--- config.mk ---
export PLATFORM = sky130hd
export DESIGN_NAME = vec_offset_stream
export DESIGN_NICKNAME = d
export VERILOG_FILES = /design/src/rtl/vec_offset_stream.sv
export SDC_FILE = /design/constraint.sdc
export NUM_CORES = 1
export LEC_CHECK = 0
export CORE_MARGIN = 2
export CORE_UTILIZATION = 44
export CTS_CLUSTER_SIZE = 25
export DETAILED_ROUTE_END_ITERATION = 12
export GPL_ROUTABILITY_DRIVEN = 1
export PLACE_DENSITY = 0.71
export REMOVE_ABC_BUFFERS = 1
export SKIP_CTS_REPAIR_TIMING = 1
export SLEW_MARGIN = 15
export SYNTH_ARGS = -nofsm -noshare
export SYNTH_HDL_FRONTEND = slang
export SYNTH_SLANG_ARGS = --single-unit
--- constraint.sdc ---
create_clock -name clock -period 9.5 [get_ports clock]
set_clock_uncertainty 0.05 [all_clocks]
set_input_delay 0.95 -clock clock [delete_from_list [all_inputs] [get_ports clock]]
set_output_delay 0.95 -clock clock [all_outputs]
set_load 0.02 [all_outputs]
--- src/rtl/vec_offset_stream.sv ---
// vec_offset_stream: N-lane vector offset adder with a valid/ready handshake on
// both sides and a DEPTH-entry output FIFO.
//
// Each accepted beat adds 'offset' to every lane at WIDTH+1 bits. The carry
// becomes the per-lane ovf flag, and the lane result plus its flags are pushed
// into the FIFO. The FIFO head is presented on out_a/out_ovf. Both outputs read
// zero while the FIFO is empty.
//
// Optional feature macro: VEC_OFFSET_SAT_EN
//   defined   - lanes that carry out store 2^WIDTH-1 (clamp); out_ovf still
//               reports the carry
//   undefined - lanes wrap modulo 2^WIDTH; no clamp logic is built
//
// Ports:
//   clock      in   rising-edge clock
//   reset      in   synchronous, active-high reset
//   in_valid   in   input beat valid
//   in_ready   out  block can accept a beat (registered occupancy < DEPTH)
//   in_a       in   input lanes, lane i at [i*WIDTH +: WIDTH]
//   offset     in   unsigned offset, sampled with each accepted beat
//   out_valid  out  FIFO head valid
//   out_ready  in   consumer accepts head
//   out_a      out  head result lanes (zero when empty)
//   out_ovf    out  head per-lane carry flags (zero when empty)
//   beat_count out  accepted-beat counter, wraps at 2^CNT_W

module vec_offset_stream #(
  parameter int unsigned N_LANES = 9,
  parameter int unsigned WIDTH   = 8,
  parameter int unsigned DEPTH   = 2,
  parameter int unsigned CNT_W   = 16
) (
  input  logic                       clock,
  input  logic                       reset,
  input  logic                       in_valid,
  output logic                       in_ready,
  input  logic [N_LANES*WIDTH-1:0]   in_a,
  input  logic [WIDTH-1:0]           offset,
  output logic                       out_valid,
  input  logic                       out_ready,
  output logic [N_LANES*WIDTH-1:0]   out_a,
  output logic [N_LANES-1:0]         out_ovf,
  output logic [CNT_W-1:0]           beat_count
);

  localparam int unsigned VEC_W = N_LANES * WIDTH;
  localparam int unsigned PTR_W = (DEPTH > 1) ? $clog2(DEPTH) : 1;
  localparam int unsigned OCC_W = $clog2(DEPTH + 1);
  localparam logic [PTR_W-1:0] PTR_LAST = PTR_W'(DEPTH - 1);
  localparam logic [OCC_W-1:0] OCC_FULL = OCC_W'(DEPTH);

  logic [VEC_W-1:0]   data_q [DEPTH];
  logic [N_LANES-1:0] ovf_q  [DEPTH];

  logic [PTR_W-1:0] wr_ptr_q, wr_ptr_d;
  logic [PTR_W-1:0] rd_ptr_q, rd_ptr_d;
  logic [OCC_W-1:0] occ_q, occ_d;
  logic [CNT_W-1:0] cnt_q, cnt_d;

  logic               push_c;
  logic               pop_c;
  logic [VEC_W-1:0]   res_c;
  logic [N_LANES-1:0] lane_ovf_c;

  // Handshake status comes from registered occupancy only, so out_ready never
  // reaches in_ready combinationally. A full FIFO refuses a push even when it
  // pops in the same cycle.
  assign in_ready  = (occ_q < OCC_FULL);
  assign out_valid = (occ_q != '0);
  assign push_c    = in_valid & in_ready;
  assign pop_c     = out_valid & out_ready;

  // Per-lane add at WIDTH+1 bits; the top bit is the carry flag.
  always_comb begin : lane_add
    logic [WIDTH:0] sum;
    sum        = '0;
    res_c      = '0;
    lane_ovf_c = '0;
    for (int i = 0; i < int'(N_LANES); i++) begin
      sum = {1'b0, in_a[i*WIDTH +: WIDTH]} + {1'b0, offset};
      lane_ovf_c[i] = sum[WIDTH];
`ifdef VEC_OFFSET_SAT_EN
      res_c[i*WIDTH +: WIDTH] = sum[WIDTH] ? {WIDTH{1'b1}} : sum[WIDTH-1:0];
`else
      res_c[i*WIDTH +: WIDTH] = sum[WIDTH-1:0];
`endif
    end
  end

  // Pointer, occupancy and counter next-state. Pointers wrap explicitly, so
  // DEPTH does not have to be a power of two.
  always_comb begin
    wr_ptr_d = wr_ptr_q;
    rd_ptr_d = rd_ptr_q;
    occ_d    = occ_q;
    cnt_d    = cnt_q;
    if (push_c) begin
      wr_ptr_d = (wr_ptr_q == PTR_LAST) ? '0 : wr_ptr_q + PTR_W'(1);
      cnt_d    = cnt_q + CNT_W'(1);
    end
    if (pop_c) begin
      rd_ptr_d = (rd_ptr_q == PTR_LAST) ? '0 : rd_ptr_q + PTR_W'(1);
    end
    if (push_c && !pop_c) begin
      occ_d = occ_q + OCC_W'(1);
    end else if (!push_c && pop_c) begin
      occ_d = occ_q - OCC_W'(1);
    end
  end

  // Control state. A reset flushes the FIFO and drops any handshake in flight.
  always_ff @(posedge clock) begin
    if (reset) begin
      wr_ptr_q <= '0;
      rd_ptr_q <= '0;
      occ_q    <= '0;
      cnt_q    <= '0;
    end else begin
      wr_ptr_q <= wr_ptr_d;
      rd_ptr_q <= rd_ptr_d;
      occ_q    <= occ_d;
      cnt_q    <= cnt_d;
    end
  end

  // Payload storage. It needs no reset because out_a/out_ovf are gated by
  // out_valid.
  always_ff @(posedge clock) begin
    if (push_c) begin
      data_q[wr_ptr_q] <= res_c;
      ovf_q[wr_ptr_q]  <= lane_ovf_c;
    end
  end

  assign out_a      = out_valid ? data_q[rd_ptr_q] : '0;
  assign out_ovf    = out_valid ? ovf_q[rd_ptr_q]  : '0;
  assign beat_count = cnt_q;

endmodule

==> metrics.sh, run 1 <==
GRT_USAGE_PCT=17.85
R2R-END='data_q[0][18]'
CTS-BUFFERS-INSERTED=17
FINAL_LAYOUT_SIZE_SUFFIX_GT1_SHARE_PCT=4.762
SYNTH_ENABLE_FLOP_CELLS=162
IO_BUFFER_COUNT=182
SYNTH-ASYNC-RESET-RATIO_PCT=0
ACHIEVABLE-FREQUENCY_MHz=248.8
SYN_INST=766
SYNTHESIS.YOSYS.WARNINGS=0
CTS_MAX_LEVEL=4
ROUTED-VIA-COUNT=6296
REG_TO_REG_SLACK_SETUP_NS=6.61
DESIGN.PORTCOUNT=183
CLK_PIN_SLEW_NS=0.06
GRT_MAX_DEGREE=82
DRC_ERRORS=0
FIRST_PASS_GRT_WIRE_LENGTH_UM=30470
POWER_DENSITY_nW_PER_UM2=252.5
FLOORPLAN.ROWS=53
CLK-INSERTION-DELAY-LATE_NS=0.42
POWER.LEAKAGE_nW=4.576
WL_PER_CELL_UM=16.18
DESIGN.CORE.AREA_SQ_UM=21150
DRV_CAP=0
OUTCOME='finished clean'
CTS_NUM_SINKS=183
GRT_SETUP_UNREPAIRED='false'
POST_SYNTH_DESIGN_CELL_AREA_SQ_UM=9558
DIE_HEIGHT_UM=151.4
LAYOUT_WORST_PATH_CYCLE_SHARE_PCT=42.31
CLOCK_TREE.ROOT_CELL='clkbuf_16'
PLACE_CONGESTION=0.7999
IR_WORST_VDD_V=0.0001424
AREA_DELTA_SYNTH_FINAL_PCT=29.15
FIRST_ITER_VIOLATIONS=302
WORSTSETUPSTARTPOINTTYPE='register'
GRT_PASS1_VIAS=6106
TIMING.CRITICAL_PATH.REQUIRED_NS=8.50
HOLD-PATH-CELL-COUNT=2
VIA_PER_INST=5.073
SLEW_VIOLS_FINAL=0
RESIDUAL_ANTENNA_VIOLATING_NET_COUNT_AFTER_DETAILED_ROUTING=0
POST-DP-HPWL_UM=13710
DR.PASS1.ITERS=4
MIN-DELAY-START='rd_ptr_q'
CTS_TREE='built'
CP-END-KIND='primary output'
TIMING.REG2REG.WORST_PATH_DEPTH=3
CRITPATHMAXFANOUT=50
DIE_W_UM=151.4
FINAL_NET_COUNT=1120
FINAL.SETUP.TNS_NS=0
CP_DATA_ARRIVAL_TIME_NS=3.02
ANTENNA_VIOLATIONS_BEFORE_REPAIR=0
NUM-FILL-CELLS=1761
FINALCOREUTILIZATION_PCT=58.35
WORST_SLACK_AT_PLACEMENT_NS=5.474
SYNTHESIS.AREA_PER_INSTANCE_SQ_UM=12.48
GLOBALROUTEOVERFLOWTOTAL=0
WORST-SLEW-PIN-TRANSITION_NS=1.127
CLOCK_PATH_BUFFERS=2
FINAL_CRITICAL_PATH_SETUP_SLACK_NS=5.480
SYNTH-SEQ-CELLS=183
HOLD_CLASS='register to register'
SYNTH_SEQUENTIAL_AREA_RATIO_PCT=55.30
ENDPOINT_OF_THE_MOST_CRITICAL_SETUP_PATH='out_a[62]'
TIMING.SETUP.CRITICAL_PATH_CLASS='register to primary output'
LAYOUT_MIN_CYCLE_TIME_NS=4.020
TIMING.FINAL.HOLD_VIOLATIONS=0
INSERTEDDIODECOUNT=0
YOSYS.CELL_TYPES.COUNT=38
WL_UM=20080
R2R_START='occ_q[1]'
WORST_SLEW_MARGIN_REL_PCT=24.89
PRIMARY_FLIP_FLOP_CELL_CHOSEN_BY_SYNTHESIS_MAPPING='edfxtp_1'
OVERALL_POWER_AFTER_LAYOUT_mW=3.117
SETUP_VIOL=0
FLOORPLAN.INITIALDENSITY_PCT=45.18
DIE_AREA_SQ_UM=22920
==> placed cells by master (no fill, tap or decap), types with 8 or more instances in the layout <==
cell / Yosys / routed
a21o_1: 14 / 14
a21oi_1: 37 / 37
clkbuf_16: 0 / 17
clkdlybuf4s50_1: 0 / 182
dfxtp_1: 21 / 20
edfxtp_1: 162 / 162
fa_1: 9 / 9
ha_1: 74 / 74
inv_1: 20 / 20
mux2i_1: 82 / 82
nand2_1: 25 / 25
nor2_1: 126 / 126
nor2b_1: 15 / 14
nor4_1: 8 / 8
o21ai_0: 26 / 26
xnor2_1: 41 / 41
xor2_1: 32 / 32
==> through the flow <==
| step | instances | area [sq um] | hold slack, ns |
|---|---|---|---|
| 4_1_cts | 1241 | 12340 | 0.4687 |
| 5_1_grt | 1241 | 12340 | 0.4974 |
| 3_3_place_gp | 1209 | 11700 | 0.4366 |
| 2_1_floorplan | 746 | 9470 | 0.4225 |
| 6_report | 1241 | 12340 | 0.4640 |
| 3_5_place_dp | 1209 | 11700 | 0.4479 |
==> how the worst min path moves through the flow <==
stage | slack [ns] | endpoint
after detailed placement | 0.45 | rd_ptr_q
after global placement | 0.44 | rd_ptr_q
after global routing | 0.50 | rd_ptr_q
final | 0.46 | rd_ptr_q
after CTS | 0.47 | rd_ptr_q
after floorplan | 0.42 | register
==> report_power, final <==
group | total (mW) | internal, mW | leakage (nW) | switching, mW
registers | 1.13 | 1.07 | 1.68 | 0.0629
logic | 1.23 | 0.537 | 2.58 | 0.689
clock network | 0.757 | 0.448 | 0.312 | 0.309
==> registers in the layout, indices dropped and copies added, names as in the netlist, named ones only <==
signal	count
rd_ptr_q	1
data_q	144
ovf_q	18
beat_count	16
occ_q	2
wr_ptr_q	1
==> worst max-delay path, cell delays in order (launching register included) <==
cell and delay (ns):
dfxtp_4 0.72, buf_4 0.78, mux2i_1 0.18, nor2_1 0.20, clkdlybuf4s50_1 0.66
==> layer usage <==
| layer | up-vias | share of wire (%) | track usage [%] |
|---|---|---|---|
| li1 | 3147 | - | - |
| met1 | 2997 | 44 | 22.19 |
| met2 | 134 | 50 | 30.63 |
| met3 | 18 | 4.8 | 4.307 |
| met4 | 0 | 1.6 | 5.794 |
| met5 | - | 0 | 0 |
==> synthesized netlist by cell type, types with 8 or more instances <==
| library cell | number | area [sq um] |
|---|---|---|
| mux2i_1 | 82 | 820.8 |
| a21oi_1 | 37 | 185.2 |
| nor2_1 | 126 | 473.0 |
| clkbuf_1 | 10 | 37.54 |
| xor2_1 | 32 | 280.3 |
| dfxtp_1 | 21 | 420.4 |
| edfxtp_1 | 162 | 4865 |
| o21ai_0 | 26 | 130.1 |
| inv_1 | 20 | 75.07 |
| ha_1 | 74 | 925.9 |
| nor2b_1 | 15 | 93.84 |
| fa_1 | 9 | 180.2 |
| nor4_1 | 8 | 50.05 |
| a21o_1 | 14 | 105.1 |
| xnor2_1 | 41 | 359.1 |
| buf_2 | 10 | 50.05 |
| nand2_1 | 25 | 93.84 |
==> area by class of cell <==
type / count / area [sq um] / share of cell area (%)
Inverter: 20 / 75.07 / 0.6082
Clock buffer: 17 / 425.4 / 3.446
Clock inverter: 15 / 219.0 / 1.774
Sequential cell: 183 / 5289 / 42.84
Timing Repair Buffer: 188 / 1867 / 15.12
Multi-Input combinational cell: 543 / 4125 / 33.42
Tap cell: 275 / 344.1 / 2.787
==> cell families after synthesis <==
logic type	count (synthesis)	synth area share, %
AOI/OAI and AO/OA	96	5.878
xor gates and xnor gates	73	6.689
adders and majority gates	83	11.57
buffers and inverters	40	1.702
DFF	183	55.30
muxes	82	8.588
and+or+nand+nor	209	10.28
No activity file was read; power rests on OpenSTA's default activity.
==> run 2, diff against run 1 <==
Clock period 9.5 ns to 4.2 ns, I/O delays scaled along.
==> run 2 against run 1 <==
Hold slack got worse by 0.0045 ns. Routed wire length grew 0.58%. Register-to-register slack got worse by 4.8 ns. Utilization about the same. Total power is 120% higher. Clock power grew 110%. Sequential cell count stayed put. Clock-buffer cell count unchanged.
==> metrics.sh, run 2 (synthesis gave the netlist of run 1 again) <==
OUTCOME='finished clean'
CP_CELL_SEQUENCE='buf_12 -> mux2i_1 -> nor2_1 -> clkdlybuf4s50_1'
PLACE_CONGESTION=0.8063  # +0.80%
R2R_START='occ_q[1]'
LAYOUT.CELLS.NON_FILLER=1243  # +0.16%
SLEW_VIOLS_FINAL=0  # unchanged
DIE_AREA_SQ_UM=22920  # unchanged
DIE_W_UM=151.4  # unchanged
AREA_DELTA_SYNTH_FINAL_PCT=29.09  # about the same
DESIGN.PORTCOUNT=183  # unchanged
RESIDUAL_ANTENNA_VIOLATING_NET_COUNT_AFTER_DETAILED_ROUTING=0  # unchanged
TIMING.SETUP.CRITICAL_PATH_CLASS='register to primary output'
DR.PASS1.ITERS=5  # +1
CLOCK_TREE.ROOT_CELL='clkbuf_16'
REGISTER_BANK_WITH_THE_MOST_FLOPS='data_q'
SETUP_VIOL=0  # unchanged
CTS-BUFFERS-INSERTED=17  # unchanged
FLOORPLAN.ROWS=53  # unchanged
CLK_PIN_SLEW_NS=0.07  # about the same
MOST_COMMON_CELL_AFTER_LAYOUT_FILL_AND_TAPS_ASIDE='clkdlybuf4s50_1'
DIE_HEIGHT_UM=151.4  # unchanged
FINAL_LAYOUT_SIZE_SUFFIX_GT1_SHARE_PCT=4.959  # +0.20 points
DRC_ERRORS=0  # unchanged
CP_NUM_BUF_INV=2  # unchanged
DESIGN.CORE.AREA_SQ_UM=21150  # unchanged
TIMING.FINAL.HOLD_VIOLATIONS=0  # unchanged
HOLDWS_NS=0.4596  # -0.004467 ns
CP_SLOWEST_CELL='dfxtp_4'
CLOCK_PATH_BUFFERS=2  # unchanged
ACHIEVABLE-FREQUENCY_MHz=343.2
WORST_SLEW_MARGIN_REL_PCT=44.93  # +20 points
DRV_CAP=0  # unchanged
ROUTED-VIA-COUNT=6307  # +0.17%
GRT_USAGE_PCT=18.00  # +0.15 points
FINAL_CRITICAL_PATH_SETUP_SLACK_NS=1.286  # -4.194 ns
HOLD-PATH-CELL-COUNT=2  # unchanged
FINALCOREUTILIZATION_PCT=58.33  # about the same
TIMING.REG2REG.WORST_PATH_DEPTH=3  # unchanged
WL_UM=20190  # +0.58%
CTS_NUM_SINKS=183  # unchanged
GRT_MAX_DEGREE=82  # unchanged
ANTENNA_VIOLATIONS_BEFORE_REPAIR=0  # unchanged
R2R-END='data_q[1][51]'
OVERALL_POWER_AFTER_LAYOUT_mW=6.941  # +120%
WORST_SLACK_AT_PLACEMENT_NS=1.002  # -4.472 ns
FIRST_PASS_GRT_WIRE_LENGTH_UM=30560  # +0.30%
WORST-SLEW-PIN-TRANSITION_NS=0.8235  # -0.3032 ns
CRITPATHMAXFANOUT=47  # -6.0%
CP-END-KIND='primary output'
LARGEST_REG_FLOPS=144  # unchanged
CP_DATA_ARRIVAL_TIME_NS=2.44  # -0.58 ns
MIN-DELAY-START='rd_ptr_q'
TIMING.CRITICAL_PATH.REQUIRED_NS=3.73  # -4.77 ns
IO_BUFFER_COUNT=182  # unchanged
POST-DP-HPWL_UM=13990  # +2.1%
WL_PER_CELL_UM=16.24  # +0.42%
CRITICAL-PATH-TOP-DELAY-FAMILY='buffers and inverters'
FLOORPLAN.INITIALDENSITY_PCT=45.18  # unchanged
CLK-INSERTION-DELAY-LATE_NS=0.43  # about the same
POWER_DENSITY_nW_PER_UM2=562.6  # +120%
POWER.LEAKAGE_nW=4.568  # -0.19%
FINAL_NET_COUNT=1122  # +0.18%
LAYOUT_MIN_CYCLE_TIME_NS=2.914
TIMING.CRITICAL_PATH.SLOWEST_CELL_DELAY_NS=0.65  # -0.13 ns
GRT_PASS1_VIAS=6085  # -0.34%
HOLD_CLASS='register to register'
NUM-FILL-CELLS=1771  # +0.57%
FIRST_ITER_VIOLATIONS=247  # -18%
VIA_PER_INST=5.074  # about the same
INSERTEDDIODECOUNT=0  # unchanged
CTS_TREE='built'
IR_WORST_VDD_V=0.0002925  # +110%
GRT_SETUP_UNREPAIRED='false'
DP_CELLS=1211  # +0.17%
LAYOUT_WORST_PATH_CYCLE_SHARE_PCT=69.37
CTS_MAX_LEVEL=4  # unchanged
MOSTFREQUENTLAYOUTCELLS='clkdlybuf4s50_1 (182), edfxtp_1 (162), nor2_1 (126), mux2i_1 (82), ha_1 (74)'
WORSTSETUPSTARTPOINTTYPE='register'
LOGIC_DEPTH_OF_THE_WORST_PATH_BUFFERS_INCLUDED=4  # unchanged
GLOBALROUTEOVERFLOWTOTAL=0  # unchanged
REG_TO_REG_SLACK_SETUP_NS=1.78  # -4.83 ns
-- run 2: cell types whose count changed in the layout (fill, tap and decap cells not counted) --
| cell | previous run | this run |
|---|---|---|
| inv_6 | 5 | 6 |
| inv_8 | 0 | 1 |
| bufinv_16 | 4 | 1 |
| clkinv_2 | 1 | 0 |
| clkinv_4 | 3 | 4 |
| buf_12 | 0 | 3 |
| clkinvlp_4 | 1 | 2 |
| buf_4 | 6 | 5 |
-- run 2: routing by layer --
| layer | vias up | share of wire (%) | routed length (um) | global-route usage [%] |
|---|---|---|---|---|
| met4 | 0 | 1.8 | 362 | 6.121 |
| met1 | 2979 | 44 | 8851 | 22.37 |
| met2 | 155 | 48 | 9701 | 30.14 |
| met3 | 24 | 6.3 | 1278 | 5.181 |
| li1 | 3149 | - | - | - |
| met5 | - | 0 | 0 | 0 |
-- run 2: where the power goes --
group          switching [mW]  internal [mW]  total [mW]
clock                   0.730          0.840        1.57
combinational            1.58           1.25        2.83
sequential              0.126           2.42        2.54
total                    2.43           4.51        6.94
-- run 2: how the worst max path moves through the flow --
stage / to / slack [ns]
global placement: ovf_q[0][3] / 1.02
global route: out_ovf[6] / 1.15
finish: out_a[10] / 1.29
detailed placement: ovf_q[1][5] / 1.00
CTS: out_ovf[6] / 1.24
floorplan: data_q[0][0] / -0.88
-- run 2: worst register-to-register path: stages (launching register included) --
cell and delay, ns:
dfxtp_1 0.38, nor2b_1 0.52, and2_4 0.70, buf_4 0.44
-- run 2: final cells by class --
cell class	count	area (sq um)	area share, %
Clock buffer	17	425.4	3.448
Clock inverter	15	160.2	1.298
Inverter	20	75.07	0.6085
Multi-Input combinational cell	543	4125	33.43
Sequential cell	183	5289	42.87
Tap cell	275	344.1	2.789
Timing Repair Buffer	190	1919	15.56
-- run 2: through the flow --
stage / instance area (sq um) / setup TNS [ns]
2_1_floorplan: 9470 / -71.25
3_3_place_gp: 11750 / 0
3_5_place_dp: 11750 / 0
4_1_cts: 12340 / 0
5_1_grt: 12340 / 0
6_report: 12340 / 0
